===== src/rtl/comp_edge_resolve_n.sv =====
// N-channel edge race resolver: reports the first (MODE 0) or last (MODE 1) arriving channel
// within a MAX_T-cycle window. Defining COMP_EDGE_RESOLVE_TIE_EN adds the `tie` output.
`timescale 1ns/1ps
module comp_edge_resolve_n #(
   parameter int unsigned N_CH  = 4,
   parameter int unsigned MAX_T = 15,
   parameter int unsigned MODE  = 0,
   parameter int unsigned T_W   = $clog2(MAX_T + 1),
   parameter int unsigned IDX_W = $clog2(N_CH)
) (
   input  logic             clk,
   input  logic             rst,
   input  logic             start,
   input  logic [N_CH-1:0]  edge_in,
   input  logic             result_ready,
   output logic             busy,
   output logic             result_valid,
   output logic [IDX_W-1:0] winner_idx,
   output logic [N_CH-1:0]  winner_onehot,
   output logic [T_W-1:0]   winner_time,
   output logic [N_CH-1:0]  arrived,
   output logic             timeout
`ifdef COMP_EDGE_RESOLVE_TIE_EN
   ,
   output logic             tie
`endif
);

   typedef enum logic [1:0] {IDLE, ARMED, DONE} state_t;

   state_t            state_q, state_d;
   logic [N_CH-1:0]   prev_q;
   logic [T_W-1:0]    t_q, t_d;
   logic [N_CH-1:0]   arrived_q, arrived_d;
   logic [IDX_W-1:0]  win_idx_q, win_idx_d;
   logic [N_CH-1:0]   win_oh_q, win_oh_d;
   logic [T_W-1:0]    win_time_q, win_time_d;
   logic              timeout_q, timeout_d;
   logic              busy_q, busy_d;
   logic              valid_q, valid_d;
`ifdef COMP_EDGE_RESOLVE_TIE_EN
   logic              tie_q, tie_d;
`endif

   logic [N_CH-1:0]   fresh, fresh_low, arr_all;
   logic [IDX_W-1:0]  fresh_idx;
   logic              fresh_multi, take;

   // Only rising edges on channels that have not yet arrived count in this window.
   always_comb begin
      fresh       = edge_in & ~prev_q & ~arrived_q;
      arr_all     = arrived_q | fresh;
      fresh_low   = fresh & (~fresh + N_CH'(1));
      fresh_multi = (fresh & (fresh - N_CH'(1))) != '0;
      fresh_idx   = '0;
      for (int unsigned i = N_CH; i > 0; i--) begin
         if (fresh[i-1]) fresh_idx = IDX_W'(i - 1);
      end
      if (MODE == 0) take = (arrived_q == '0) && (fresh != '0);
      else           take = (fresh != '0);
   end

   always_comb begin
      state_d    = state_q;
      t_d        = t_q;
      arrived_d  = arrived_q;
      win_idx_d  = win_idx_q;
      win_oh_d   = win_oh_q;
      win_time_d = win_time_q;
      timeout_d  = timeout_q;
      busy_d     = busy_q;
      valid_d    = valid_q;
`ifdef COMP_EDGE_RESOLVE_TIE_EN
      tie_d      = tie_q;
`endif
      case (state_q)
         IDLE: begin
            valid_d = 1'b0;
            if (start) begin
               state_d    = ARMED;
               busy_d     = 1'b1;
               t_d        = '0;
               arrived_d  = '0;
               win_idx_d  = '0;
               win_oh_d   = '0;
               win_time_d = '0;
               timeout_d  = 1'b0;
`ifdef COMP_EDGE_RESOLVE_TIE_EN
               tie_d      = 1'b0;
`endif
            end
         end
         ARMED: begin
            arrived_d = arr_all;
            if (take) begin
               win_idx_d  = fresh_idx;
               win_oh_d   = fresh_low;
               win_time_d = t_q;
`ifdef COMP_EDGE_RESOLVE_TIE_EN
               tie_d      = fresh_multi;
`endif
            end
            if (&arr_all) begin
               state_d   = DONE;
               valid_d   = 1'b1;
               timeout_d = 1'b0;
            end else if (t_q == T_W'(MAX_T)) begin
               state_d   = DONE;
               valid_d   = 1'b1;
               timeout_d = 1'b1;
               // With no arrival at all, the reported time is the window end.
               if (arr_all == '0) win_time_d = T_W'(MAX_T);
            end else begin
               t_d = t_q + T_W'(1);
            end
         end
         DONE: begin
            if (result_ready) begin
               state_d = IDLE;
               busy_d  = 1'b0;
               valid_d = 1'b0;
            end
         end
         default: state_d = IDLE;
      endcase
   end

   always_ff @(posedge clk or posedge rst) begin
      if (rst) begin
         state_q    <= IDLE;
         prev_q     <= '0;
         t_q        <= '0;
         arrived_q  <= '0;
         win_idx_q  <= '0;
         win_oh_q   <= '0;
         win_time_q <= '0;
         timeout_q  <= 1'b0;
         busy_q     <= 1'b0;
         valid_q    <= 1'b0;
`ifdef COMP_EDGE_RESOLVE_TIE_EN
         tie_q      <= 1'b0;
`endif
      end else begin
         state_q    <= state_d;
         prev_q     <= edge_in;
         t_q        <= t_d;
         arrived_q  <= arrived_d;
         win_idx_q  <= win_idx_d;
         win_oh_q   <= win_oh_d;
         win_time_q <= win_time_d;
         timeout_q  <= timeout_d;
         busy_q     <= busy_d;
         valid_q    <= valid_d;
`ifdef COMP_EDGE_RESOLVE_TIE_EN
         tie_q      <= tie_d;
`endif
      end
   end

   assign busy          = busy_q;
   assign result_valid  = valid_q;
   assign winner_idx    = win_idx_q;
   assign winner_onehot = win_oh_q;
   assign winner_time   = win_time_q;
   assign arrived       = arrived_q;
   assign timeout       = timeout_q;
`ifdef COMP_EDGE_RESOLVE_TIE_EN
   assign tie           = tie_q;
`endif

endmodule


===== config.mk =====
export PLATFORM = sky130hd
export DESIGN_NAME = comp_edge_resolve_n
export DESIGN_NICKNAME = d
export VERILOG_FILES = /design/src/rtl/comp_edge_resolve_n.sv
export SDC_FILE = /design/constraint.sdc
export NUM_CORES = 1
export LEC_CHECK = 0
export ABC_CLOCK_PERIOD_IN_PS = 3000
export CELL_PAD_IN_SITES_DETAIL_PLACEMENT = 0
export CELL_PAD_IN_SITES_GLOBAL_PLACEMENT = 1
export CORE_MARGIN = 3
export CORE_UTILIZATION = 42
export CTS_CLUSTER_SIZE = 16
export DETAILED_ROUTE_END_ITERATION = 8
export PLACE_DENSITY = 0.83
export SLEW_MARGIN = 30
export SYNTH_ARGS = -nofsm -noshare
export SYNTH_HDL_FRONTEND = slang
export SYNTH_SLANG_ARGS = --single-unit

===== constraint.sdc =====
create_clock -name clk -period 3 [get_ports clk]
set_clock_uncertainty 0.05 [all_clocks]
set_input_delay 0.75 -clock clk [delete_from_list [all_inputs] [get_ports clk]]
set_output_delay 0.75 -clock clk [all_outputs]
set_load 0.005 [all_outputs]

Word level (Yosys, flattened, before mapping)
Cells that the tools add are included.
{"block": "totals", "out_inout_bits": 17, "reg_bits": 27}
{"block": "classes", "add_sub_neg": 2, "n_eq_ne": 9, "bitwise": 7, "reduce_logical": 16, "n_mux": 33}
{"op": "$mux 4", "n": 8}
{"op": "$pmux 4 s2", "n": 4}
{"op": "$mux 2", "n": 10}
{"op": "$reduce_and 3->1", "n": 5}
{"op": "$and 4x4->4", "n": 3}
{"op": "$not 4->4", "n": 3}
{"op": "$ne 2x2->1 const B", "n": 5}
{"op": "$add 4x1->4 const B", "n": 2}
{"op": "$logic_not 4->1", "n": 2}
{"op": "$reduce_and 4->1", "n": 2}
{"op": "$mux 1", "n": 6}
{"op": "$pmux 2 s3", "n": 1}
{"op": "$eq 4x4->1 const B", "n": 1}
{"op": "$or 4x4->4", "n": 1}
{"op": "$pmux 1 s2", "n": 2}
{"op": "$pmux 2 s2", "n": 1}
{"op": "$reduce_bool 2->1", "n": 2}
{"op": "$reduce_bool 4->1", "n": 1}
{"op": "$ne 3x3->1 const B", "n": 1}
{"op": "$pmux 1 s3", "n": 1}
{"op": "$reduce_bool 3->1", "n": 1}
{"op": "$eq 2x1->1 const B", "n": 1}
{"op": "$eq 2x2->1 const B", "n": 1}
{"op": "$logic_not 2->1", "n": 1}
{"op": "other kinds (2)", "n": 2}

Logic depth before layout (Yosys ltp)
Gate-level depths: netlist (run 1).
{"block": "logic_depth", "ltp_word": 10, "depth_mapped": 7, "mapped_depth_nobuf": 5}

Worst setup path after synthesis (run 1)
OpenSTA, ideal clock, no wires.
{"block": "synth_path", "path_type": "input to register", "start": "input port edge_in[2]", "end": "register win_idx_q[0] (netlist: winner_idx[0])", "arrival_time_ps": 1846, "setup_slack_ps": 979, "setup_time_ps": 125, "path_buffers": 1, "cell_stages": 6, "required_time_ps": 2825, "cell_sequence": "nand2b_1 -> o22ai_1 -> o21a_4 -> or2_4 -> buf_12 -> mux2_4"}
{"block": "synth_via", "elab_chain_cells": 7}
{"item": "start, declared", "line_no": "14", "rtl": "input logic [N_CH-1:0] edge_in,"}
{"item": "$and 4x4->4 (*) (2 in series)", "line_no": "51", "rtl": "fresh = edge_in & ~prev_q & ~arrived_q;"}
{"item": "$mux 2 (3 in series)", "line_no": "57", "rtl": "if (fresh[i-1]) fresh_idx = IDX_W'(i - 1);"}
{"item": "$mux 2", "line_no": "95", "rtl": "if (take) begin"}
{"item": "$pmux 2 s2", "line_no": "76", "rtl": "case (state_q)"}
{"item": "end signal, assigned", "line_no": "148", "rtl": "win_idx_q <= win_idx_d;"}
{"item": "end, declared", "line_no": "35", "rtl": "logic [IDX_W-1:0] win_idx_q, win_idx_d;"}
Mark *: on every way between the ends. The rest lies on a longest branch, timed or not. The select of a mux whose other input is x is not followed.
A chain may end at the register's enable or synchronous reset.

Final worst setup path (run 1)
{"block": "layout_path", "start": "register arrived_q[0] (netlist: arrived[0])", "end": "output port arrived[0]"}
{"item": "start, declared", "line_no": "34", "rtl": "logic [N_CH-1:0] arrived_q, arrived_d;"}
{"item": "start signal, assigned", "line_no": "147", "rtl": "arrived_q <= arrived_d;"}
{"item": "end, declared", "line_no": "21", "rtl": "output logic [N_CH-1:0] arrived,"}
No word-level cell between the ends.

==> impl_metrics.ini, run 1 <==
[layout]
multi_input_area_um2 = 593
area_delta_synth_final_pct = 22.2
regArea_um2 = 676
layout_common_cells = dfrtp_1 (27), clkdlybuf4s50_1 (24), nand2_1 (14), o21ai_0 (12)
finalInstanceArea_mm2 = 0.00162
drive_gt1_frac = 0.103
n_antenna_cell = 0
fin_cells = 198
mostFrequentLayoutCell = dfrtp_1
final_nets = 166
nFillCells = 275

[run_status]
status = complete, no violations

[worst_setup_path]
slowest_stage = clkdlybuf4s50_1
cp_top_family = buffers and inverters
crit_type = reg -> out
worst-path-buf-inv = 1
crit_required_ns = 2.20
critPathMaxFanout = 8
endpoint_kind = primary output
cpPeakStageDelay_ns = 0.56
critical_path.startpoint_type = flip-flop
worstPathCellList = clkdlybuf4s50_1
arrival_ns = 1.40
reg2reg_depth = 5
path_depth = 1

[timing]
finalHoldViolations = 0
period_share = 0.734
fmax_mhz = 454
worst_pin_slew_ns = 0.488
fin_setup_tns_ns = 0
setup_slack_ns = 0.797
hold_slack_ns = 0.479
drv_slew = 0
fin_crit_ns = 2.20
finalSetupViolCount = 0
slew_headroom = 0.673
rsz0062_at_grt = false

[worst_hold_path]
min_path_cells = 1
hp-class = reg -> reg

[logic_synthesis]
synth-warning-count = 0
synth-compound-area-share = 0.129
synth_top_family_by_area = simple AND/OR/NAND/NOR gates
synth_nets = 140
synth.distinct_cells = 30
ys_seq_elements = 27
yosys.area_share.adder = 0.00945
synthXorXnorAreaFrac = 0
synth_simple_gate_area_frac = 0.242
syn_avg_cell_area_um2 = 10.1
synth_cells = 131
synth-seq-area-share = 0.510
synthesis.area_mm2 = 0.00132
synthMuxAreaShare = 0.0681

[power_and_ir_drop]
power.internal_mw = 0.827
combinationalPowerShare = 0.414
vdd.ir_drop.worst_v = 0.000358
clkPwrFrac = 0.125
p_switching_mw = 0.495
leakage_nw = 0.707
swShare = 0.374
power_density_mw_per_mm2 = 817
power.share.sequential = 0.462

[clock_tree]
clock_sinks = 27
cts_tree = built
clockBufferDepth = 2
cts_buffers = 3
insertion_delay_ns = 0.34
htreeDepth = 1
cts_setup_buffers = 0
post_cts_resized = 0
path_clk_slew_ns = 0.14
root_buffer = clkbuf_4
cts_hold_buffers = 0

[floorplan]
io_pins = 25
rows = 19
die_w_um = 62.1
die_height_um = 62.1
core_area_mm2 = 0.00288
start_util = 0.460
dieArea_mm2 = 0.00386

[drt]
drt_wl_total_um = 2660
via_per_inst = 5.13
drt-wirelength-per-cell_um = 13.4
drc_errors = 0
drt-initial-drc-count = 50
detailroute.via_count = 1016
dr.pass1.iters = 4
ant_nets = 0

[place]
io_buffers = 24
finalWeightedCongestion = 0.783
dp_hpwl_um = 1960
place_area_mm2 = 0.00159
preCtsSetupSlack_ns = 0.483
placed_cells = 194

[global_routing]
grt_max_degree = 28
grt_overflow = 0
grt_pass1_wl_um = 4870
gr-usage-all-layers = 0.157
antenna_found_initial = 0
grt_pass1_vias = 1051

[job]
cap_violations = 0
per-stage QoR:
| stage | util | total power, mW |
|---|---|---|
| 4_1_cts | 0.562 | 1.33 |
| 2_1_floorplan | - | 0.956 |
| 6_report | 0.562 | 1.32 |
| 3_5_place_dp | 0.552 | 1.17 |
| 3_3_place_gp | 0.552 | 1.15 |
| 5_1_grt | 0.562 | 1.45 |
registers in the layout, summed over array words and instances (netlist names):
signal / cells
arrived: 4
busy: 1
prev_q: 4
result_valid: 1
state_q: 2
t_q: 4
timeout: 1
winner_idx: 2
winner_onehot: 4
winner_time: 4
kinds of logic (layout without fill, tap and decap cells):
family | Yosys count | after routing
and+or+nand+nor | 60 | 60
buffers and inverters | 9 | 34
AOI/OAI and AO/OA | 28 | 28
adders and majority gates | 1 | 1
DFF | 27 | 27
muxes | 6 | 6
routing by layer:
layer | part of all wire | track usage | up-vias
met4 | 0.012 | 0.0608 | 0
met5 | 0 | 0 | -
li1 | - | - | 505
met1 | 0.50 | 0.207 | 485
met2 | 0.45 | 0.245 | 22
met3 | 0.041 | 0.0468 | 4
layout make-up:
cell class                      instances  area share
Sequential cell                        27       0.418
Multi-Input combinational cell         95       0.367
Timing Repair Buffer                   25       0.153
Tap cell                               42      0.0325
Clock buffer                            3      0.0139
Inverter                                5      0.0116
Clock inverter                          1     0.00464
worst paths after layout:
path	from	end	slack, ns
worst max-delay path	arrived[0]$_DFFE_PP0P_	arrived[0]	0.80
worst min-delay path	winner_idx[1]$_DFFE_PP0P_	winner_idx[1]$_DFFE_PP0P_	0.48
worst max register to register	arrived[2]$_DFFE_PP0P_	winner_onehot[0]$_DFFE_PP0P_	1.10
worst min register to register	winner_idx[1]$_DFFE_PP0P_	winner_idx[1]$_DFFE_PP0P_	0.48
max in group asynchronous	rst	prev_q[3]$_DFF_PP0_	1.93
min in group asynchronous	rst	t_q[3]$_DFFE_PP0P_	0.70
power groups by stage:
stage	clock (mW)	sequential (mW)	combinational [mW]
2_1_floorplan	0	0.574	0.382
3_3_place_gp	0	0.614	0.541
3_5_place_dp	0	0.616	0.551
4_1_cts	0.170	0.609	0.556
5_1_grt	0.196	0.638	0.611
6_report	0.165	0.610	0.547
cells in the mapped netlist, drive strengths merged:
master | instances | area [um^2]
a21bo | 1 | 10.0
nand2b | 9 | 58.8
dfrtp | 27 | 676
inv | 5 | 18.8
o21a | 1 | 15.0
o22ai | 4 | 25.0
nand3b | 4 | 30.0
buf | 3 | 32.5
nor2 | 8 | 30.0
nand3 | 8 | 40.0
nor3 | 5 | 30.0
mux2 | 6 | 90.1
o31ai | 2 | 15.0
and3 | 1 | 6.26
or3 | 1 | 6.26
nand2 | 14 | 52.6
clkbuf | 1 | 3.75
o21ai | 13 | 65.1
nor2b | 7 | 43.8
o211ai | 2 | 15.0
nor4 | 1 | 6.26
a21oi | 5 | 25.0
or2 | 1 | 8.76
or4 | 1 | 7.51
ha | 1 | 12.5
Note: power is estimated with default switching activity, not from simulation.
==> inputs of run 2 (changes only) <==
--- a/config.mk
+++ b/config.mk
@@ -5,14 +5,14 @@
 export SDC_FILE = /design/constraint.sdc
 export NUM_CORES = 1
 export LEC_CHECK = 0
-export ABC_CLOCK_PERIOD_IN_PS = 3000
+export ABC_CLOCK_PERIOD_IN_PS = 1800
 export CELL_PAD_IN_SITES_DETAIL_PLACEMENT = 0
 export CELL_PAD_IN_SITES_GLOBAL_PLACEMENT = 1
 export CORE_MARGIN = 3
-export CORE_UTILIZATION = 42
+export CORE_UTILIZATION = 35
 export CTS_CLUSTER_SIZE = 16
 export DETAILED_ROUTE_END_ITERATION = 8
-export PLACE_DENSITY = 0.83
+export PLACE_DENSITY = 0.74
 export SLEW_MARGIN = 30
 export SYNTH_ARGS = -nofsm -noshare
 export SYNTH_HDL_FRONTEND = slang
==> constraint.sdc (replaced) <==
create_clock -name clk -period 1.8 [get_ports clk]
set_clock_uncertainty 0.05 [all_clocks]
set_input_delay 0.45 -clock clk [delete_from_list [all_inputs] [get_ports clk]]
set_output_delay 0.45 -clock clk [all_outputs]
set_load 0.005 [all_outputs]
==> run 2 against run 1 <==
Power up 100%. Critical path type unchanged. Global-route usage fell by 1.5 points. Die area is 18% higher. Critical endpoint is now arrived[2]. Setup slack worse by 0.75 ns. Core utilization is 3.2 points lower. Routed wire length rose by 12%. Combinational power rose to 2.5 times the previous value. Flip-flop and latch count did not move. Register-to-register slack got worse by 1.0 ns.
==> impl_metrics.ini, run 2 (synthesis results as in run 1) <==
[drt]
via_per_inst = 4.96
drt-initial-drc-count = 74
drt-wirelength-per-cell_um = 13.4
detailroute.via_count = 1105
dr.pass1.iters = 4
drt_wl_total_um = 2990
ant_nets = 0
drc_errors = 0

[layout]
area_delta_synth_final_pct = 40.0
finish.utilization = 0.530
drive_gt1_frac = 0.243
mostFrequentLayoutCell = dfrtp_1
fin_cells = 223
layout_common_cells = dfrtp_1 (26), clkdlybuf4s50_1 (20), buf_4 (18), nand2_1 (14), o21ai_0 (12)
final_nets = 187
n_antenna_cell = 0

[global_routing]
gr-usage-all-layers = 0.142
grt_pass1_wl_um = 4970
grt_max_degree = 28
antenna_found_initial = 0
grt_overflow = 0
grt_pass1_vias = 1091

[timing]
drv_slew = 0
finalHoldViolations = 0
finalSetupViolCount = 0
worst_pin_slew_ns = 0.346
period_share = 0.972
rsz0062_at_grt = true
fin_crit_ns = 1.75
fmax_mhz = 572
slew_headroom = 0.769
setup_slack_ns = 0.0504
fin_setup_tns_ns = 0

[worst_setup_path]
crit_type = reg -> out
crit_required_ns = 1.30
endpoint_kind = primary output
worstPathCellList = buf_6, clkdlybuf4s50_1
arrival_ns = 1.25
critical_path.startpoint_type = flip-flop
slowest_stage = clkdlybuf4s50_1
r2r_slack_ns = 0.05
reg2reg_depth = 5
rr_startpoint = arrived[1]$_DFFE_PP0P_
critPathMaxFanout = 2
cpPeakStageDelay_ns = 0.48
reg2reg_to = winner_onehot[1]$_DFFE_PP0P_

[clock_tree]
path_clk_slew_ns = 0.09
cts_buffers = 3
insertion_delay_ns = 0.27
root_buffer = clkbuf_8
clockBufferDepth = 2
clock_sinks = 27
cts_hold_buffers = 0
cts_tree = built
htreeDepth = 1

[power_and_ir_drop]
vdd.ir_drop.worst_v = 0.000557
power_density_mw_per_mm2 = 1430
leakage_nw = 0.848
power.total_mw = 2.65

[job]
cap_violations = 0

[worst_hold_path]
min_path_cells = 1
hold_path_end = prev_q[1]$_DFF_PP0_
hp-class = in -> reg
hold_path.startpoint = edge_in[1]

[floorplan]
die_w_um = 67.5
start_util = 0.379
core_area_mm2 = 0.00349
rows = 21
io_pins = 25
dieArea_mm2 = 0.00456
die_height_um = 67.5

[place]
finalWeightedCongestion = 0.774
preCtsSetupSlack_ns = -0.400
dp_hpwl_um = 2180
placed_cells = 214
io_buffers = 24

[run_status]
status = complete, no violations
-- run 2: cell types whose count changed in the layout (fill, tap and decap cells not counted), sizes merged --
| cell | change |
|---|---|
| clkdlybuf4s50 | -4 |
| clkinvlp | -1 |
| clkinv | +1 |
| dlygate4sd2 | +4 |
| buf | +21 |
-- run 2: critical path: cells and delay by family, from the launching register on --
family | cells | cell delay, ns
flip-flops | 1 | 0.38
buffers and inverters | 2 | 0.59
-- run 2: stage by stage --
stage	hold slack [ns]	instance area, um^2
detailed placement	0.447	1710
CTS	0.386	1800
floorplan	0.431	1320
global route	0.391	1850
finish	0.382	1850
global placement	0.446	1710
-- run 2: metal layers --
| layer | global-route usage | up-vias | wire, um | part of all wire |
|---|---|---|---|---|
| met5 | 0 | - | 0 | 0 |
| met3 | 0.0399 | 3 | 117 | 0.039 |
| met2 | 0.241 | 19 | 1480 | 0.50 |
| li1 | - | 546 | - | - |
| met4 | 0.0203 | 0 | 13 | 0.0043 |
| met1 | 0.185 | 537 | 1380 | 0.46 |
-- run 2: timing repair --
item                                    CTS  global route
hold endpoints to repair                  0             0
resized for setup                        12             2
endpoints found under the setup margin    8            10
pin swaps                                 3             3
setup buffers                             1             4
cloned                                    0             0
-- run 2: how the worst max path moves through the flow --
stage	startpoint	end	slack, ns	cells past startpoint
4_1_cts	arrived[3]$_DFFE_PP0P_	winner_onehot[2]$_DFFE_PP0P_	-0.002	5
6_report	arrived[2]$_DFFE_PP0P_	arrived[2]	0.05	2
3_5_place_dp	edge_in[3]	t_q[3]$_DFFE_PP0P_	-0.40	6
5_1_grt	arrived[1]$_DFFE_PP0P_	winner_idx[1]$_DFFE_PP0P_	-0.009	5
3_3_place_gp	edge_in[0]	t_q[3]$_DFFE_PP0P_	-0.33	6
2_1_floorplan	arrived[2]$_DFFE_PP0P_	winner_idx[0]$_DFFE_PP0P_	-0.03	6
-- run 2: power by group --
part / leakage, nW / switching (mW) / internal, mW / total (mW)
Clock: 0.0255 / 0.190 / 0.155 / 0.346
Combinational: 0.479 / 0.603 / 0.777 / 1.38
Sequential: 0.344 / 0.132 / 0.793 / 0.925
-- run 2: area by class of cell --
type / count / area [um^2]
fillers: 334 / 1640
inverters: 5 / 18.8
clock buffers: 3 / 41.3
flip-flops and latches: 27 / 677
well taps: 46 / 57.6
clock inverters: 1 / 5.00
multi-input cells: 95 / 629
repair buffers: 46 / 424
